--- config.mk ---
export PLATFORM = sky130hd
export DESIGN_NAME = priv_status_unit
export DESIGN_NICKNAME = d
export VERILOG_FILES = /design/src/rtl/priv_status_unit.sv
export SDC_FILE = /design/constraint.sdc
export NUM_CORES = 1
export LEC_CHECK = 0
export ABC_AREA = 1
export CAP_MARGIN = 20
export CORE_MARGIN = 2
export CORE_UTILIZATION = 31
export CTS_BUF_LIST = sky130_fd_sc_hd__clkbuf_2 sky130_fd_sc_hd__clkbuf_4 sky130_fd_sc_hd__clkbuf_8
export CTS_CLUSTER_SIZE = 40
export DETAILED_ROUTE_END_ITERATION = 6
export PLACE_DENSITY = 0.85
export SYNTH_ARGS = -nofsm -noshare
export SYNTH_HDL_FRONTEND = slang
export SYNTH_SLANG_ARGS = --single-unit
--- constraint.sdc ---
create_clock -name clk -period 1.7 [get_ports clk]
set_clock_uncertainty 0.2 [all_clocks]
set_input_delay 0.425 -clock clk [delete_from_list [all_inputs] [get_ports clk]]
set_output_delay 0.425 -clock clk [all_outputs]
set_load 0.01 [all_outputs]
--- src/rtl/priv_status_unit.sv ---
// priv_status_unit: mstatus/sstatus state, current privilege, FS dirty tracking and TW WFI monitor
module priv_status_unit #(
   parameter int XLEN = 64,
   parameter bit HAS_S = 1,
   parameter bit HAS_U = 1,
   parameter bit HAS_FS = 1,
   parameter int TW_TIMEOUT = 16
) (
   input  logic            clk,
   input  logic            rst,
   input  logic            csr_write,
   input  logic [XLEN-1:0] data_csr,
   input  logic            mrw_mstatus_sel,
   input  logic            srw_sstatus_sel,
   input  logic            valid,
   input  logic            m_ret,
   input  logic            s_ret,
   input  logic            trap_target_m,
   input  logic            trap_target_s,
   input  logic            fp_write,
   input  logic            wfi_exec,
   input  logic            wfi_wake,
   output logic            sie,
   output logic            mie,
   output logic            mprv,
   output logic            sum,
   output logic            mxr,
   output logic            tvm,
   output logic            tw,
   output logic            tsr,
   output logic [3:0]      priv,
   output logic [3:0]      mod_priv,
   output logic [3:0]      eff_priv,
   output logic [1:0]      fs,
   output logic            fp_enable,
   output logic            wfi_illegal,
   output logic [XLEN-1:0] mstatus,
   output logic [XLEN-1:0] sstatus
);
   localparam logic [1:0] PM = 2'b11, PS = 2'b01, PU = 2'b00;
   localparam logic [1:0] LOW = HAS_U ? PU : PM;
   localparam int CW = TW_TIMEOUT > 0 ? $clog2(TW_TIMEOUT + 1) : 1;
   typedef enum logic {IDLE, WAIT} wfi_t;
   logic [1:0] prv, mpp;
   logic spie, mpie, spp, trap_s, sret, mpp_ok, abort;
   logic [63:0] ms, ss;
   wfi_t st, st_n;
   logic [CW-1:0] cnt, cnt_n;
   function automatic logic [3:0] onehot(input logic [1:0] p);
      return 4'b0001 << p;
   endfunction
   assign trap_s = trap_target_s & HAS_S;
   assign sret = valid & s_ret & HAS_S;
   assign mpp_ok = data_csr[12:11] == PM || (data_csr[12:11] == PS && HAS_S) || (data_csr[12:11] == PU && HAS_U);
   always_ff @(posedge clk or negedge rst)
      if (!rst) begin
         {sie, mie, spie, mpie, spp, mprv, sum, mxr, tvm, tw, tsr} <= '0;
         mpp <= PU;
         fs <= 2'b00;
         prv <= PM;
      end else if (trap_target_m) begin
         mpie <= mie;
         mie <= 1'b0;
         mpp <= prv;
         prv <= PM;
      end else if (trap_s) begin
         spie <= sie;
         sie <= 1'b0;
         spp <= prv == PS;
         prv <= PS;
      end else if (valid && m_ret) begin
         mie <= mpie;
         mpie <= 1'b1;
         prv <= mpp;
         mpp <= LOW;
         if (mpp != PM) mprv <= 1'b0;
      end else if (sret) begin
         sie <= spie;
         spie <= 1'b1;
         prv <= (spp || !HAS_U) ? PS : PU;
         spp <= ~HAS_U;
         mprv <= 1'b0;
      end else if (csr_write && mrw_mstatus_sel) begin
         sie <= data_csr[1] & HAS_S;
         mie <= data_csr[3];
         spie <= data_csr[5] & HAS_S;
         mpie <= data_csr[7];
         spp <= data_csr[8] & HAS_S;
         if (mpp_ok) mpp <= data_csr[12:11];
         fs <= HAS_FS ? data_csr[14:13] : 2'b00;
         mprv <= data_csr[17];
         sum <= data_csr[18] & HAS_S;
         mxr <= data_csr[19];
         tvm <= data_csr[20] & HAS_S;
         tw <= data_csr[21];
         tsr <= data_csr[22] & HAS_S;
      end else if (csr_write && srw_sstatus_sel) begin
         sie <= data_csr[1] & HAS_S;
         spie <= data_csr[5] & HAS_S;
         spp <= data_csr[8] & HAS_S;
         fs <= HAS_FS ? data_csr[14:13] : 2'b00;
         sum <= data_csr[18] & HAS_S;
         mxr <= data_csr[19];
      end else if (valid && fp_write && fs != 2'b00) fs <= 2'b11;
   assign priv = onehot(prv);
   assign mod_priv = onehot(mpp);
   assign eff_priv = mprv ? onehot(mpp) : onehot(prv);
   assign fp_enable = fs != 2'b00;
   // Built at 64 bits so the XLEN=64-only fields never index out of range at XLEN=32
   always_comb begin
      ms = '0;
      ms[1] = sie;
      ms[3] = mie;
      ms[5] = spie;
      ms[7] = mpie;
      ms[8] = spp;
      ms[12:11] = mpp;
      ms[14:13] = fs;
      ms[22:17] = {tsr, tw, tvm, mxr, sum, mprv};
      ms[33:32] = (XLEN == 64 && HAS_U) ? 2'b10 : 2'b00;
      ms[35:34] = (XLEN == 64 && HAS_S) ? 2'b10 : 2'b00;
      ms[XLEN-1] = fs == 2'b11;
      ss = '0;
      ss[1] = sie;
      ss[5] = spie;
      ss[8] = spp;
      ss[14:13] = fs;
      ss[19:18] = {mxr, sum};
      ss[33:32] = ms[33:32];
      ss[XLEN-1] = ms[XLEN-1];
   end
   assign mstatus = ms[XLEN-1:0];
   assign sstatus = ss[XLEN-1:0];
   assign abort = wfi_wake | trap_target_m | trap_s | ~tw;
   always_ff @(posedge clk or negedge rst)
      if (!rst) begin
         st <= IDLE;
         cnt <= '0;
      end else begin
         st <= st_n;
         cnt <= cnt_n;
      end
   always_comb begin
      st_n = st;
      cnt_n = cnt;
      if (st == IDLE) begin
         if (valid && wfi_exec && tw && prv != PM) begin
            st_n = WAIT;
            cnt_n = CW'(TW_TIMEOUT);
         end
      end else if (abort || cnt == '0) st_n = IDLE;
      else cnt_n = cnt - CW'(1);
   end
   always_comb wfi_illegal = st == WAIT && cnt == '0 && !abort;
endmodule

==> results.json, run 1 <==
{
  "outcome": "finished, violations left",
  "violations": "negative setup slack",
  "synthArstFlopShare_pct": 100,
  "crit_cells": 3,
  "rrSetupSlack_ps": 90,
  "initial_core_util_pct": 31.6,
  "fmax_ghz": 0.518,
  "multi_input_comb_area_um2": 1300,
  "synth_area_leader_cell": "buf_4",
  "dpl.cell_count": 522,
  "postPlaceCellArea_um2": 3070,
  "grt_usage_pct": 13.4,
  "cap_viol_max_count": 0,
  "num_vias": 2133,
  "slowest_delay_ps": 610,
  "cp_slowest_cell": "dfstp_2",
  "gp_congestion": 0.775,
  "nets": 532,
  "areaGrowthSynthToFinish_pct": 42.7,
  "path_max_fanout": 4,
  "synth_warnings": 0,
  "synth.avg_cell_area_um2": 7.42,
  "seqCellArea_um2": 583,
  "core_area_um2": 7610,
  "finalSetupViolations": 14,
  "routedWlPerCell_um": 10.8,
  "worst_slack_ps": -230,
  "critical_path_class": "reg -> out",
  "crit_buf_inv": 2,
  "antennaDiodeCount": 0,
  "leakage_nw": 1.92,
  "hold_viol": 0,
  "clkLatencyLatePin_ps": 260,
  "cp-end-kind": "primary output",
  "viasPerCell": 3.84,
  "yosysSeqAreaShare_pct": 24.0,
  "die_x_um": 92.1,
  "synth_top_area_share_pct": 39.0,
  "ys_seq_elements": 23,
  "fill_cells": 761,
  "ant_nets": 0,
  "synth-edff-count": 0,
  "drt_wl_total_um": 6020,
  "grt_max_degree": 13,
  "slew_viol_final": 0,
  "antenna_found_initial": 0,
  "initialDrtViolationCount": 72,
  "power.density_nw_per_um2": 798,
  "ios": 229,
  "cts_buffer_depth": 2,
  "post-route-drc-count": 0,
  "cp_data_arrival_time_ps": 1300,
  "crit_family": "flip-flops",
  "crit_path_cell_trace": "inv_4 -> o31ai_1 -> buf_2",
  "grt_pass1_vias": 2027,
  "htree_levels": 1,
  "rsz0062_at_grt": "yes",
  "yosysUniqueCellTypes": 33,
  "numCtsBuffers": 3,
  "hold_path_class": "in -> async",
  "yosys_most_used_dff": "dfrtp_1",
  "cts_tree": "done",
  "ff2ff_path_depth": 7,
  "fin_crit_sh_pct": 114,
  "row_count": 32,
  "clock_sinks": 23,
  "r2r-end": "cnt[4]",
  "post-route-util_pct": 45.1,
  "clk_pin_slew_ps": 90,
  "cp-start-kind": "flip-flop",
  "drive_gt1_share_pct": 36.0,
  "die_area_um2": 8480,
  "io_buffer_count": 75,
  "die_y_um": 92.1,
  "final.min_clock_period_ps": 1930,
  "grt_overflow_total": 0,
  "fin_area_um2": 3430,
  "yosys-top-cells-area": "buf_4, dfrtp_1, nand2_1",
  "synthesis.area_um2": 2400,
  "cp.required_ps": 1070,
  "p_total_mw": 2.74,
  "hpwl_um": 4410,
  "ir_drop_v": 0.000301,
  "grt_pass1_wl_um": 9250,
  "drt_pass1_iterations": 4,
  "netlist_instances": 324,
  "final_cells": 555,
  "rr_startpoint": "prv[0]",
  "cts-root-buf": "clkbuf_8"
}
state kept, by name (all words and copies together) (netlist names), 2 cells and up:
name	flops
cnt	5
fs	2
mpp	2
prv	2
how the worst max path moves through the flow:
stage                              from          end  slack (ps)
after floorplan                  cnt[0]  wfi_illegal          40
after detailed placement  trap_target_m  wfi_illegal        -680
final                            prv[0]  eff_priv[1]        -230
after CTS                        prv[0]  eff_priv[1]        -200
after global routing             prv[0]  eff_priv[1]        -290
after global placement    trap_target_m  wfi_illegal        -670
cells in the final DEF (no fill, tap or decap), types with 10 or more instances in the layout:
cell / Yosys / final
dfrtp_1: 21 / 17
buf_6: 0 / 25
dlygate4sd2_1: 0 / 23
inv_1: 19 / 10
conb_1: 2 / 104
nand2_1: 65 / 61
buf_4: 125 / 56
clkdlybuf4s50_1: 0 / 24
nand3_1: 23 / 22
layout make-up:
class                   count  area share (%)
multi-input cells         254            38.0
repair buffers            148            37.0
flip-flops and latches     23            17.0
well taps                 102            3.72
inverters                  24            2.92
clock buffers               4            1.42
where the power goes:
group,switching [mW],leakage [nW],internal (mW),total [mW]
Sequential,0.0996,0.285,0.657,0.757
Clock,0.186,0.0262,0.183,0.369
Combinational,0.787,1.61,0.825,1.61
synth_stat cells (all sizes together), types with 2 or more instances:
cell   number
dfstp       2
buf       125
nand2      80
inv        23
or2         3
o21ai      13
o31ai       3
conb        2
nand3      24
nor2       16
nand4       3
dfrtp      21
logic make-up (layout without fill, tap and decap cells):
group	after synthesis	after routing	synth area share [%]
flops	23	23	24.0
other cells	2	104	0.312
compound gates	19	19	5.05
fa+ha+maj	1	1	0.520
buf+inv	150	176	43.0
simple gates	129	130	27.1
worst reg2reg max path: stages (launching register included):
cell and delay (ps):
dfstp_2 610, nand2_2 100, buf_4 150, buf_4 140
nand4_4 130, nand2_4 70, nand2_1 60, nand2_1 50
what timing repair did:
action                                 CTS  global route
pin swaps                                7             8
cloned                                   1             0
setup endpoints to repair               59            31
endpoints found under the hold margin    0             0
hold buffers                             0             0
setup buffers                           21             9
resized for setup                      154            40
metal layers:
metal	wire length, um	global-route usage (%)	part of all wire [%]
met1	2310	15.2	38
met2	3250	25.7	54
met3	370	1.73	6.2
met4	81	4.48	1.3
met5	0	0	0
through the flow:
stage	setup TNS, ps	setup WS, ps	hold WS (ps)
4_1_cts	-1630	-199	195
2_1_floorplan	0	44.5	-70.6
5_1_grt	-2440	-287	213
3_3_place_gp	-9060	-671	281
3_5_place_dp	-9890	-677	292
6_report	-1690	-230	193
Power figures use the tool's default switching activity.
==> run 2, diff against run 1 <==
- MAX_ROUTING_LAYER: default -> met4
==> run 2 against run 1 <==
Against the previous run: non-clock buffer count is 1 lower; clock power is 4% lower; combinational power hardly changed; sequential power is 0.5% lower; the flow still finishes with violations (negative setup slack); setup slack better by 18 ps; cell count is 0.18% lower; first-iteration DRC count is 9.7% higher; maximum frequency is 0.94% higher; highest routed layer unchanged; sequential cell count stayed put; critical path depth is 2 higher; core utilization is 0.082 points lower; cell area is 0.18% lower.
==> results.json, run 2 (synthesized netlist as in run 1, its figures left out) <==
{
  "critical_path_class": "in -> out",
  "cts_buffer_depth": 2,
  "netSwitchingFraction_pct": 39.8,
  "ios": 229,
  "hold_viol": 0,
  "post-place-ws_ps": -709,
  "htree_levels": 1,
  "drt_pass1_iterations": 4,
  "io_buffer_count": 75,
  "mostFrequentLayoutCells": "conb_1, nand2_1, buf_4",
  "grt_pass1_vias": 1930,
  "grt_usage_pct": 13.8,
  "die_x_um": 92.1,
  "hpwl_um": 4440,
  "die_y_um": 92.1,
  "gp_congestion": 0.779,
  "crit_buf_inv": 3,
  "fin_area_um2": 3420,
  "mostFrequentLayoutCell": "conb_1",
  "cp-end-kind": "primary output",
  "finalSetupViolations": 15,
  "grt_overflow_total": 0,
  "crit_path_cell_trace": "clkdlybuf4s50_1 -> inv_1 -> nand3_2 -> nor3_2 -> buf_2",
  "routedWlPerCell_um": 10.9,
  "fmax_ghz": 0.523,
  "areaGrowthSynthToFinish_pct": 42.4,
  "grt_max_degree": 14,
  "dpl.cell_count": 522,
  "nets": 531,
  "rsz0062_at_grt": "yes",
  "clkLatencyLatePin_ps": 270,
  "cp_slowest_cell": "clkdlybuf4s50_1",
  "post-route-drc-count": 0,
  "hold_path_class": "in -> async",
  "cts_tree": "done",
  "slowest_delay_ps": 400,
  "largest_register_ffs": 5,
  "power.internal_mw": 1.62,
  "viasPerCell": 3.81,
  "cp_data_arrival_time_ps": 1290,
  "final.min_clock_period_ps": 1910,
  "leakage_nw": 1.94,
  "antenna_found_initial": 0,
  "core_area_um2": 7610,
  "final_cells": 554,
  "path_max_fanout": 2,
  "ir_drop_v": 0.000328,
  "cts-root-buf": "clkbuf_8",
  "cap_viol_max_count": 0,
  "outcome": "finished, violations left",
  "top_register": "cnt",
  "cp-start-kind": "primary input",
  "numCtsBuffers": 3,
  "violations": "negative setup slack",
  "ant_nets": 0,
  "clkPwrFrac_pct": 13.2,
  "initialDrtViolationCount": 79,
  "drive_gt1_share_pct": 36.3,
  "antennaDiodeCount": 0,
  "postPlaceCellArea_um2": 3070,
  "num_vias": 2108,
  "initial_core_util_pct": 31.6,
  "switchingPower_mw": 1.07,
  "seqPwrFrac_pct": 27.9,
  "worst_slack_ps": -212,
  "die_area_um2": 8480,
  "power.density_nw_per_um2": 788,
  "slew_viol_final": 0,
  "row_count": 32,
  "grt_pass1_wl_um": 9090,
  "fin_crit_sh_pct": 112,
  "crit_family": "buffers and inverters",
  "clock_sinks": 23,
  "combPwrFrac_pct": 58.9,
  "clk_pin_slew_ps": 90,
  "drt_wl_total_um": 6050,
  "cp.required_ps": 1070
}
## run 2: area by class of cell
| class | instances | area, um^2 |
|---|---|---|
| Clock buffer | 3 | 41.3 |
| Clock inverter | 1 | 5.00 |
| Fill cell | 741 | 4180 |
| Inverter | 24 | 97.6 |
| Multi-Input combinational cell | 254 | 1310 |
| Sequential cell | 23 | 583 |
| Tap cell | 102 | 128 |
| Timing Repair Buffer | 147 | 1260 |
## run 2: through the flow
stage	setup TNS, ps	hold WS [ps]	utilization, %	power (mW)
5_1_grt	-2590	191	45.0	2.88
2_1_floorplan	0	-70.6	-	1.63
3_3_place_gp	-8430	282	40.3	2.11
4_1_cts	-2460	183	43.8	2.61
6_report	-1800	185	45.0	2.70
3_5_place_dp	-9540	292	40.3	2.13
## run 2: worst paths after layout
path / startpoint / end / slack (ps) / cells after the start
max: wfi_wake / wfi_illegal / -210 / 5
min: rst / mpp[1] / 180 / 1
max reg2reg: mpp[0] / mprv / 80 / 8
min reg2reg: tvm / tvm / 310 / 2
max in group asynchronous: rst / mprv / 660 / 2
min in group clk: tvm / tvm / 310 / 2
## run 2: power by group through the flow
stage | clock network, mW | logic, mW | registers (mW)
after global routing | 0.390 | 1.72 | 0.772
after detailed placement | 0 | 1.36 | 0.775
after floorplan | 0 | 0.838 | 0.787
after global placement | 0 | 1.33 | 0.774
final | 0.355 | 1.59 | 0.753
after CTS | 0.371 | 1.50 | 0.742
## run 2: per-layer routing
layer  up-vias  global-route usage (%)  wire length [um]
met5         -                       -                 0
met3         6                    1.15               325
met2        97                    25.6              3290
met1       966                    15.4              2350
met4         0                    5.10                81
li1       1039                       -                 -
## run 2: worst reg2reg max path, cell delays in order (launching register included)
cell and delay (ps):
dfrtp_2 460, buf_6 140, buf_6 110, buf_4 130, buf_4 120, nand4_1 70
nand3_1 110, nand2_1 110, o21ai_1 70
## run 2: repair_timing
item / CTS / global route
buffers inserted: 26 / 5
endpoints found under the setup margin: 55 / 40
pin swaps: 5 / 8
resized for setup: 145 / 51
gates cloned: 1 / 0
hold buffers: 0 / 0
